$ cat src/rtl/store_conditioner_pkg.sv
// -----------------------------------------------------------------------------
// store_conditioner_pkg
// Shared definitions for the switch-addressed memory lab: debounce FSM state
// encodings, the default debounce length, and the data/address widths that the
// memory stage also uses.
// -----------------------------------------------------------------------------
package store_conditioner_pkg;

    typedef enum logic [1:0] {
        IDLE         = 2'd0,
        PRESS_WAIT   = 2'd1,
        HELD         = 2'd2,
        RELEASE_WAIT = 2'd3
    } state_e;

    // 10 ms at 100 MHz
    localparam int unsigned DEFAULT_DEBOUNCE_CYCLES = 1_000_000;
    localparam int unsigned DEFAULT_SYNC_STAGES     = 2;

    localparam int unsigned DATA_W = 8;
    localparam int unsigned ADDR_W = 2;

endpackage

$ cat src/rtl/store_conditioner_sync.sv
// -----------------------------------------------------------------------------
// sync_chain
// Plain flop chain used to bring asynchronous inputs into the clk domain.
// Every stage resets to zero synchronously.
//
// Ports:
//   clk    - system clock
//   reset  - synchronous, active-high reset
//   d_i    - asynchronous input vector (WIDTH bits)
//   q_o    - synchronised output, DEPTH cycles later
// -----------------------------------------------------------------------------
module sync_chain #(
    parameter int unsigned WIDTH = 1,
    parameter int unsigned DEPTH = 2
) (
    input  logic             clk,
    input  logic             reset,
    input  logic [WIDTH-1:0] d_i,
    output logic [WIDTH-1:0] q_o
);

    logic [DEPTH-1:0][WIDTH-1:0] stage_q;
    logic [DEPTH-1:0][WIDTH-1:0] stage_d;

    // Stage 0 takes the raw input; each later stage takes its predecessor.
    assign stage_d[0] = d_i;

    generate
        for (genvar gi = 1; gi < int'(DEPTH); gi++) begin : g_stage
            assign stage_d[gi] = stage_q[gi-1];
        end
    endgenerate

    always_ff @(posedge clk) begin
        if (reset) begin
            stage_q <= '0;
        end else begin
            stage_q <= stage_d;
        end
    end

    assign q_o = stage_q[DEPTH-1];

endmodule

$ cat src/rtl/store_conditioner.sv
// -----------------------------------------------------------------------------
// store_conditioner
// Input stage for the 4-byte switch-addressed memory. Synchronises the store
// button and the data/address switches, debounces the button, and issues one
// single-cycle store strobe per physical press with data/addr frozen at that
// strobe. A 4-bit wrapping count of issued strobes drives the LEDs.
//
// Ports:
//   clk          - system clock
//   reset        - synchronous, active-high reset (highest priority)
//   btn_store    - raw, bouncy push-button
//   sw_data[7:0] - raw data switches
//   sw_addr[1:0] - raw address switches
//   store        - one-cycle write strobe to the memory stage
//   data[7:0]    - captured data byte, valid with and held after store
//   addr[1:0]    - captured address, valid with and held after store
//   write_count  - number of strobes issued, modulo 16
// -----------------------------------------------------------------------------
module store_conditioner
    import store_conditioner_pkg::*;
#(
    parameter int unsigned DEBOUNCE_CYCLES = DEFAULT_DEBOUNCE_CYCLES,
    parameter int unsigned SYNC_STAGES     = DEFAULT_SYNC_STAGES
) (
    input  logic              clk,
    input  logic              reset,
    input  logic              btn_store,
    input  logic [DATA_W-1:0] sw_data,
    input  logic [ADDR_W-1:0] sw_addr,
    output logic              store,
    output logic [DATA_W-1:0] data,
    output logic [ADDR_W-1:0] addr,
    output logic [3:0]        write_count
);

    // Counter only ever needs to reach DEBOUNCE_CYCLES-1.
    localparam int unsigned      CNT_W   = (DEBOUNCE_CYCLES > 2) ? $clog2(DEBOUNCE_CYCLES) : 1;
    localparam logic [CNT_W-1:0] CNT_MAX = CNT_W'(DEBOUNCE_CYCLES - 1);

    // ---------------------------------------------------------------- sync
    logic                     btn_s;
    logic [DATA_W+ADDR_W-1:0] sw_s;

    sync_chain #(
        .WIDTH (1),
        .DEPTH (SYNC_STAGES)
    ) u_sync_btn (
        .clk   (clk),
        .reset (reset),
        .d_i   (btn_store),
        .q_o   (btn_s)
    );

    sync_chain #(
        .WIDTH (DATA_W + ADDR_W),
        .DEPTH (SYNC_STAGES)
    ) u_sync_sw (
        .clk   (clk),
        .reset (reset),
        .d_i   ({sw_addr, sw_data}),
        .q_o   (sw_s)
    );

    // ---------------------------------------------------------------- state
    state_e            state_q, state_d;
    logic [CNT_W-1:0]  cnt_q, cnt_d;
    logic              store_q, store_d;
    logic [DATA_W-1:0] data_q, data_d;
    logic [ADDR_W-1:0] addr_q, addr_d;
    logic [3:0]        write_count_q, write_count_d;

    always_ff @(posedge clk) begin
        if (reset) begin
            state_q       <= IDLE;
            cnt_q         <= '0;
            store_q       <= 1'b0;
            data_q        <= '0;
            addr_q        <= '0;
            write_count_q <= 4'h0;
        end else begin
            state_q       <= state_d;
            cnt_q         <= cnt_d;
            store_q       <= store_d;
            data_q        <= data_d;
            addr_q        <= addr_d;
            write_count_q <= write_count_d;
        end
    end

    always_comb begin
        state_d       = state_q;
        cnt_d         = cnt_q;
        store_d       = 1'b0;
        data_d        = data_q;
        addr_d        = addr_q;
        write_count_d = write_count_q;

        unique case (state_q)
            IDLE: begin
                cnt_d = '0;
                if (btn_s) begin
                    state_d = PRESS_WAIT;
                end
            end

            PRESS_WAIT: begin
                if (!btn_s) begin
                    // Any low sample restarts qualification from scratch.
                    state_d = IDLE;
                    cnt_d   = '0;
                end else if (cnt_q == CNT_MAX) begin
                    // Press qualified: capture switches and fire the strobe.
                    state_d       = HELD;
                    store_d       = 1'b1;
                    data_d        = sw_s[DATA_W-1:0];
                    addr_d        = sw_s[DATA_W+ADDR_W-1:DATA_W];
                    write_count_d = write_count_q + 4'd1;
                end else begin
                    cnt_d = cnt_q + CNT_W'(1);
                end
            end

            HELD: begin
                if (!btn_s) begin
                    state_d = RELEASE_WAIT;
                    cnt_d   = '0;
                end
            end

            RELEASE_WAIT: begin
                if (btn_s) begin
                    // Release bounce: still considered held, no new strobe.
                    state_d = HELD;
                end else if (cnt_q == CNT_MAX) begin
                    state_d = IDLE;
                end else begin
                    cnt_d = cnt_q + CNT_W'(1);
                end
            end

            default: begin
                state_d = IDLE;
                cnt_d   = '0;
            end
        endcase
    end

    assign store       = store_q;
    assign data        = data_q;
    assign addr        = addr_q;
    assign write_count = write_count_q;

endmodule
$ cat config.mk
export PLATFORM = sky130hd
export DESIGN_NAME = store_conditioner
export DESIGN_NICKNAME = d
export VERILOG_FILES = /design/src/rtl/store_conditioner_pkg.sv /design/src/rtl/store_conditioner_sync.sv /design/src/rtl/store_conditioner.sv
export SDC_FILE = /design/constraint.sdc
export NUM_CORES = 1
export LEC_CHECK = 0
export CAP_MARGIN = 20
export CORE_MARGIN = 2
export CORE_UTILIZATION = 49
export DETAILED_ROUTE_END_ITERATION = 10
export PLACE_DENSITY_LB_ADDON = 0.1
export REMOVE_ABC_BUFFERS = 1
export SETUP_SLACK_MARGIN = 0.4
export SYNTH_ARGS = -nofsm -noshare
export SYNTH_HDL_FRONTEND = slang
export SYNTH_SLANG_ARGS = --single-unit
$ cat constraint.sdc
create_clock -name clk -period 1.9 [get_ports clk]
set_clock_uncertainty 0.05 [all_clocks]
set_input_delay 0.285 -clock clk [delete_from_list [all_inputs] [get_ports clk]]
set_output_delay 0.285 -clock clk [all_outputs]
set_load 0.02 [all_outputs]
==> metrics.csv, run 1 <==
metric;value;unit
number of port buffers;27;
Final Max Slew Viols;0;
routed wire length;6.898;mm
first-pass GRT wire length;10.32;mm
Area Growth Syn to Fin;54.42;%
XOR/XNOR Fraction of Synth Area;0.01079;
Crit-path slowest cell;dfxtp_2;
clock network fraction of design power;0.513;
fin area;3760;um2
post-synthesis sequential area ratio;0.4851;
fillers;310;
Post-synth ARST share;0;
Synth Instances;260;
die height;74.49;um
largest net degree at the start of global routing;30;
sequential cell area;1206;um2
DRC;0;
ys flop type;dfxtp_1;
core area;4755;um2
mux contribution to synthesized area;0.07091;
Hold Fails Final Rpt;0;
grt ovf;0;
die width;74.49;um
post-synth design cell area;2435;um2
CTS root buffer;clkbuf_8;
die footprint;5549;um2
CTS buffer count;9;
Starting Density;0.5121;
hold_ws;0.3442;ns
Warnings, synthesis;0;
antenna violations before repair;0;
Crit path required time;2.09;ns
Worst Path Max Fanout;4;
layout cell share with drive strength beyond 1;0.3722;
I/O pins;28;
Placed Area;3020;um2
simple-gate share of the synthesized area;0.2765;
Worst path max stage delay;0.34;ns
post-synthesis compound-gate area fraction;0.1166;
P_leak;1.525;nW
crit path time final;1.777;ns
Worst-path clk slew;0.07;ns
first-pass iteration count of the detailed router;5;
WS Path Type;reg2reg;
f_max;562.9;MHz
status;finished clean;
CTS tree;done;
Final Util;0.7908;
CTS Buffer Depth;2;
pre-CTS worst setup slack;-0.1056;ns
clk_lat worst skew;0.35;ns
setup TNS;0;ns
sequential share of power;0.455;
site row count;25;
Post-synth EDFFs;0;
most frequent cells in the layout;43 x dfxtp_1, 43 x buf_4, 34 x nand2_1;
# setup viols final;0;
final worst-path cycle share;0.9351;
combinational power share;0.032;
Sink Count;59;
nets;362;
switching pwr;0.0005621;W
largest family of logic cells by synthesized area;simple AND/OR/NAND/NOR gates;
Cell Int Power;0.002213;W
Hold Crit Class;in2reg;
startpoint types;flip-flop;
VDD IR-drop max;0.8084;mV
post-synth cell types;44;
max-cap viol count;0;
Synth Register Bits;59;
vias per inst;5.673;
CP endpoint kind;flip-flop;
unrepaired setup endpoints after global routing;true;
syn_area_per_cell;9.365;um2
CP Data Arrival Time;1.97;ns
H-tree depth;3;
Initial DRC Count;236;
P per Cell Area;738.0;nW/um2
area of the multi-input gates;1425;um2
routed length per instance;16.46;um
Inserted Diodes;0;
GRT Overall Usage;0.2496;
Slew HR;0.7846;
antenna-violating nets left;0;
Slew @ Worst Pin;0.3201;ns
RePlAce Congestion;0.8910;
worst setup slack after layout;0.1234;ns
Adder-Cell Fraction of Synth Area;0.01028;
setup slack, reg-to-reg;0.12;ns
post-DP HPWL;4.038;mm
vias;2377;
Net Sw Frac;0.2026;
cells along the critical path;nor4_4, nand4_1, buf_6, nor3_4, buf_4, mux2_4;
number of global-route vias before repair;2167;
[sequential cells by signal, summed over array words and instances, names as in the netlist, 2 cells and up, named ones only]
| register | count |
|---|---|
| cnt_q | 20 |
| u_sync_sw.q_o | 10 |
| write_count | 4 |
| addr | 2 |
| data | 8 |
| u_sync_sw.stage_d | 10 |
[final timing paths]
check                              startpoint                     endpoint  cells after the start
max                     cnt_q[7]$_SDFFE_PP0P_  write_count[0]$_SDFFE_PP0P_                      6
min                                     reset                    flip-flop                      3
max reg2reg             cnt_q[7]$_SDFFE_PP0P_  write_count[0]$_SDFFE_PP0P_                      6
min reg2reg  u_sync_sw.stage_d[14]$_SDFF_PP0_  u_sync_sw.q_o[4]$_SDFF_PP0_                      1
[cell usage after synthesis (all sizes together), types with 4 or more instances]
master	instances	area (um2)
nor2	6	22.52
nor4	5	31.28
dfxtp	59	1181
nand3	11	55.05
nand2	37	138.9
clkbuf	10	38.78
nor2b	25	156.4
o311ai	4	35.03
nand4	12	75.07
mux2i	15	150.1
inv	7	26.28
o211ai	5	37.54
and4	4	35.03
o21ai	4	20.02
a21oi	7	35.03
[power by group through the flow]
stage	sequential [W]	clock (W)	combinational, W
2_1_floorplan	0.00129	0	0.0000281
3_3_place_gp	0.00129	0	0.0000789
3_5_place_dp	0.00129	0	0.0000803
4_1_cts	0.00126	0.00143	0.0000861
5_1_grt	0.00126	0.00150	0.0000963
6_report	0.00126	0.00142	0.0000881
[what timing repair did]
action / 4_1_cts / 5_1_grt
pin swaps: 19 / 10
setup buffers: 12 / 11
hold buffers: 0 / 0
resized for setup: 74 / 28
cloned: 0 / 0
setup endpoints to repair: 52 / 36
[per-stage QoR]
stage	cells	power [W]
floorplan	249	0.001319
global placement	380	0.001371
finish	419	0.002775
detailed placement	380	0.001373
CTS	408	0.002778
global route	419	0.002862
[critical path: cells and delay by family, from the launching register on]
kind / cells / cell delay, ns
flops: 1 / 0.34
mux: 1 / 0.29
simple gates: 3 / 0.68
buf+inv: 2 / 0.33
[final cells by class]
cell class / count / area share
timing repair buffer: 87 / 0.2043
tap: 67 / 0.02230
clock inverter: 6 / 0.02995
multi-input combinational: 183 / 0.3790
sequential: 59 / 0.3208
clock buffer: 10 / 0.03661
inverter: 7 / 0.006988
[kinds of logic after synthesis]
kind of cell / Yosys count
compound gates: 39
xor+xnor: 3
fa+ha+maj: 2
buf+inv: 18
flops: 59
mux: 17
simple gates: 122
[layer usage]
layer  global-route usage  vias to the layer above  share of wire
li1                     -                     1126              -
met1               0.3191                     1124           0.42
met2               0.3982                      104           0.48
met3              0.04878                       23          0.071
met4               0.1329                        0          0.031
met5                    0                        -              0
Power figures use the tool's default switching activity.
==> run 2: changes to the inputs <==
--- a/config.mk
+++ b/config.mk
@@ -9,6 +9,7 @@
 export CORE_MARGIN = 2
 export CORE_UTILIZATION = 49
 export DETAILED_ROUTE_END_ITERATION = 10
+export MAX_ROUTING_LAYER = met4
 export PLACE_DENSITY_LB_ADDON = 0.1
 export REMOVE_ABC_BUFFERS = 1
 export SETUP_SLACK_MARGIN = 0.4
==> metrics.csv, run 2 (same netlist as run 1, synthesis figures left out) <==
metric;value;unit;change
Worst-path clk slew;0.07;ns;about the same
# setup viols final;0;;unchanged
layout cell share with drive strength beyond 1;0.3381;;-0.03405
Slew @ Worst Pin;0.3234;ns;+0.003330 ns
Most common cell on crit path;buf_6;;
max FFs per register;20;;unchanged
P per Cell Area;713.4;nW/um2;-3.3%
crit path time final;1.698;ns;-0.07870 ns
number of global-route vias before repair;2223;;+2.6%
f_max;589.0;MHz;+4.6%
routed wire length;6.427;mm;-6.8%
final worst-path cycle share;0.8937;;-0.04142
CTS tree;done;;
cell family with most CP delay;simple AND/OR/NAND/NOR gates;;
status;finished clean;;
power consumption;0.002623;W;-5.5%
commonest non-fill, non-tap cell in the layout;dfxtp_1;;
CTS Hold Bufs;0;;unchanged
unrepaired setup endpoints after global routing;true;;
Crit path required time;2.11;ns;+0.02 ns
DRC;0;;unchanged
die height;74.49;um;unchanged
clk_lat worst skew;0.34;ns;about the same
Slew HR;0.7841;;about the same
largest net degree at the start of global routing;30;;unchanged
antenna-violating nets left;0;;unchanged
site row count;25;;unchanged
vias;2330;;-2.0%
Hold Crit Class;reg2reg;;
core area;4755;um2;unchanged
Starting Density;0.5121;;unchanged
die width;74.49;um;unchanged
CTS root buffer;clkbuf_8;;
Sink Count;59;;unchanged
I/O pins;28;;unchanged
Final Max Slew Viols;0;;unchanged
Initial DRC Count;179;;-24%
first-pass GRT wire length;10.12;mm;-1.9%
nets;359;;-0.83%
GRT Overall Usage;0.2496;;about the same
most frequent cells in the layout;49 x dfxtp_1, 44 x buf_4, 35 x nand2_1;;
WS Path Type;reg2reg;;
Crit-path slowest cell;dfxtp_2;;
grt ovf;0;;unchanged
post-DP HPWL;4.017;mm;-0.51%
RePlAce Congestion;0.8864;;-0.52%
die footprint;5549;um2;unchanged
VDD IR-drop max;0.4978;mV;-38%
antenna violations before repair;0;;unchanged
Area Growth Syn to Fin;51.03;%;
CTS Buffer Depth;2;;unchanged
Worst path max stage delay;0.34;ns;about the same
Hold Fails Final Rpt;0;;unchanged
first-pass iteration count of the detailed router;5;;unchanged
max-cap viol count;0;;unchanged
CP Data Arrival Time;1.91;ns;-0.06 ns
routed length per instance;15.45;um;-6.2%
CP endpoint kind;flip-flop;;
vias per inst;5.601;;-1.3%
H-tree depth;3;;unchanged
number of port buffers;27;;unchanged
Inserted Diodes;0;;unchanged
largest register by flop count;cnt_q;;
Buf/Inv on CP;2;;unchanged
Final Util;0.7734;;-0.01737
startpoint types;flip-flop;;
Worst Path Max Fanout;6;;+2
P_leak;1.500;nW;-1.6%
cells along the critical path;nor4_4, nand4_1, buf_6, nor3_4, buf_6, mux2i_2;;
CTS buffer count;9;;unchanged
setup slack, reg-to-reg;0.20;ns;+0.08 ns
run 2: cell types whose count changed in the layout (fill, tap and decap cells not counted), sizes merged:
cell and change:
bufinv -1, clkinvlp +2, dlygate4sd2 +1, clkinv -1, buf -3, dlymetal6s2s -1
run 2: final cells by class:
type                       instances  area [um2]
tap                               67       83.83
timing repair buffer              84       726.9
clock inverter                     6       88.84
multi-input combinational        183        1410
clock buffer                      10       137.6
sequential                        59        1204
fill                             328        1077
inverter                           7       26.28
run 2: where the power goes:
group,switching [W],internal [W],leakage [nW]
logic,0.0000407,0.0000509,0.905
registers,0.00000642,0.00125,0.486
clock network,0.000499,0.000773,0.108
total,0.000546,0.00208,1.50
run 2: final timing paths:
kind,start,to,cells past startpoint
worst min register to register,u_sync_sw.q_o[2]$_SDFF_PP0_,data[2]$_SDFFE_PP0P_,2
worst max register to register,cnt_q[10]$_SDFFE_PP0P_,addr[0]$_SDFFE_PP0P_,6
worst max-delay path,cnt_q[10]$_SDFFE_PP0P_,addr[0]$_SDFFE_PP0P_,6
worst min-delay path,u_sync_sw.q_o[2]$_SDFF_PP0_,data[2]$_SDFFE_PP0P_,2
run 2: routing by layer:
layer  routed length [um]  vias up  part of all wire  global-route usage
met5                    0        -                 0                   -
met4                  184        0             0.029              0.1389
met3                  368       26             0.057             0.04336
met2                 3142      103              0.49              0.3835
met1                 2732     1083              0.43              0.3100
li1                     -     1118                 -                   -
run 2: repair_timing:
action	4_1_cts	5_1_grt
pin swaps	25	7
buffers inserted	14	4
gates resized for setup	76	14
setup endpoints to repair	50	36
run 2: through the flow:
stage	hold WS (ns)	instance area, um2	setup WS [ns]	cells	TNS (ns)
floorplan	0.3041	2389	-0.4362	249	-2.912
global placement	0.3669	3035	-0.07064	382	-0.2446
detailed placement	0.3742	3035	-0.06810	382	-0.3039
CTS	0.3909	3586	0.2220	412	0
global route	0.4022	3677	0.1536	416	0
finish	0.3879	3677	0.2021	416	0
run 2: worst register-to-register path, stage by stage, from the launching register on:
cell and delay [ns]:
dfxtp_2 0.34, nor4_4 0.28, nand4_1 0.17, buf_6 0.18, nor3_4 0.20, buf_6 0.18, mux2i_2 0.22
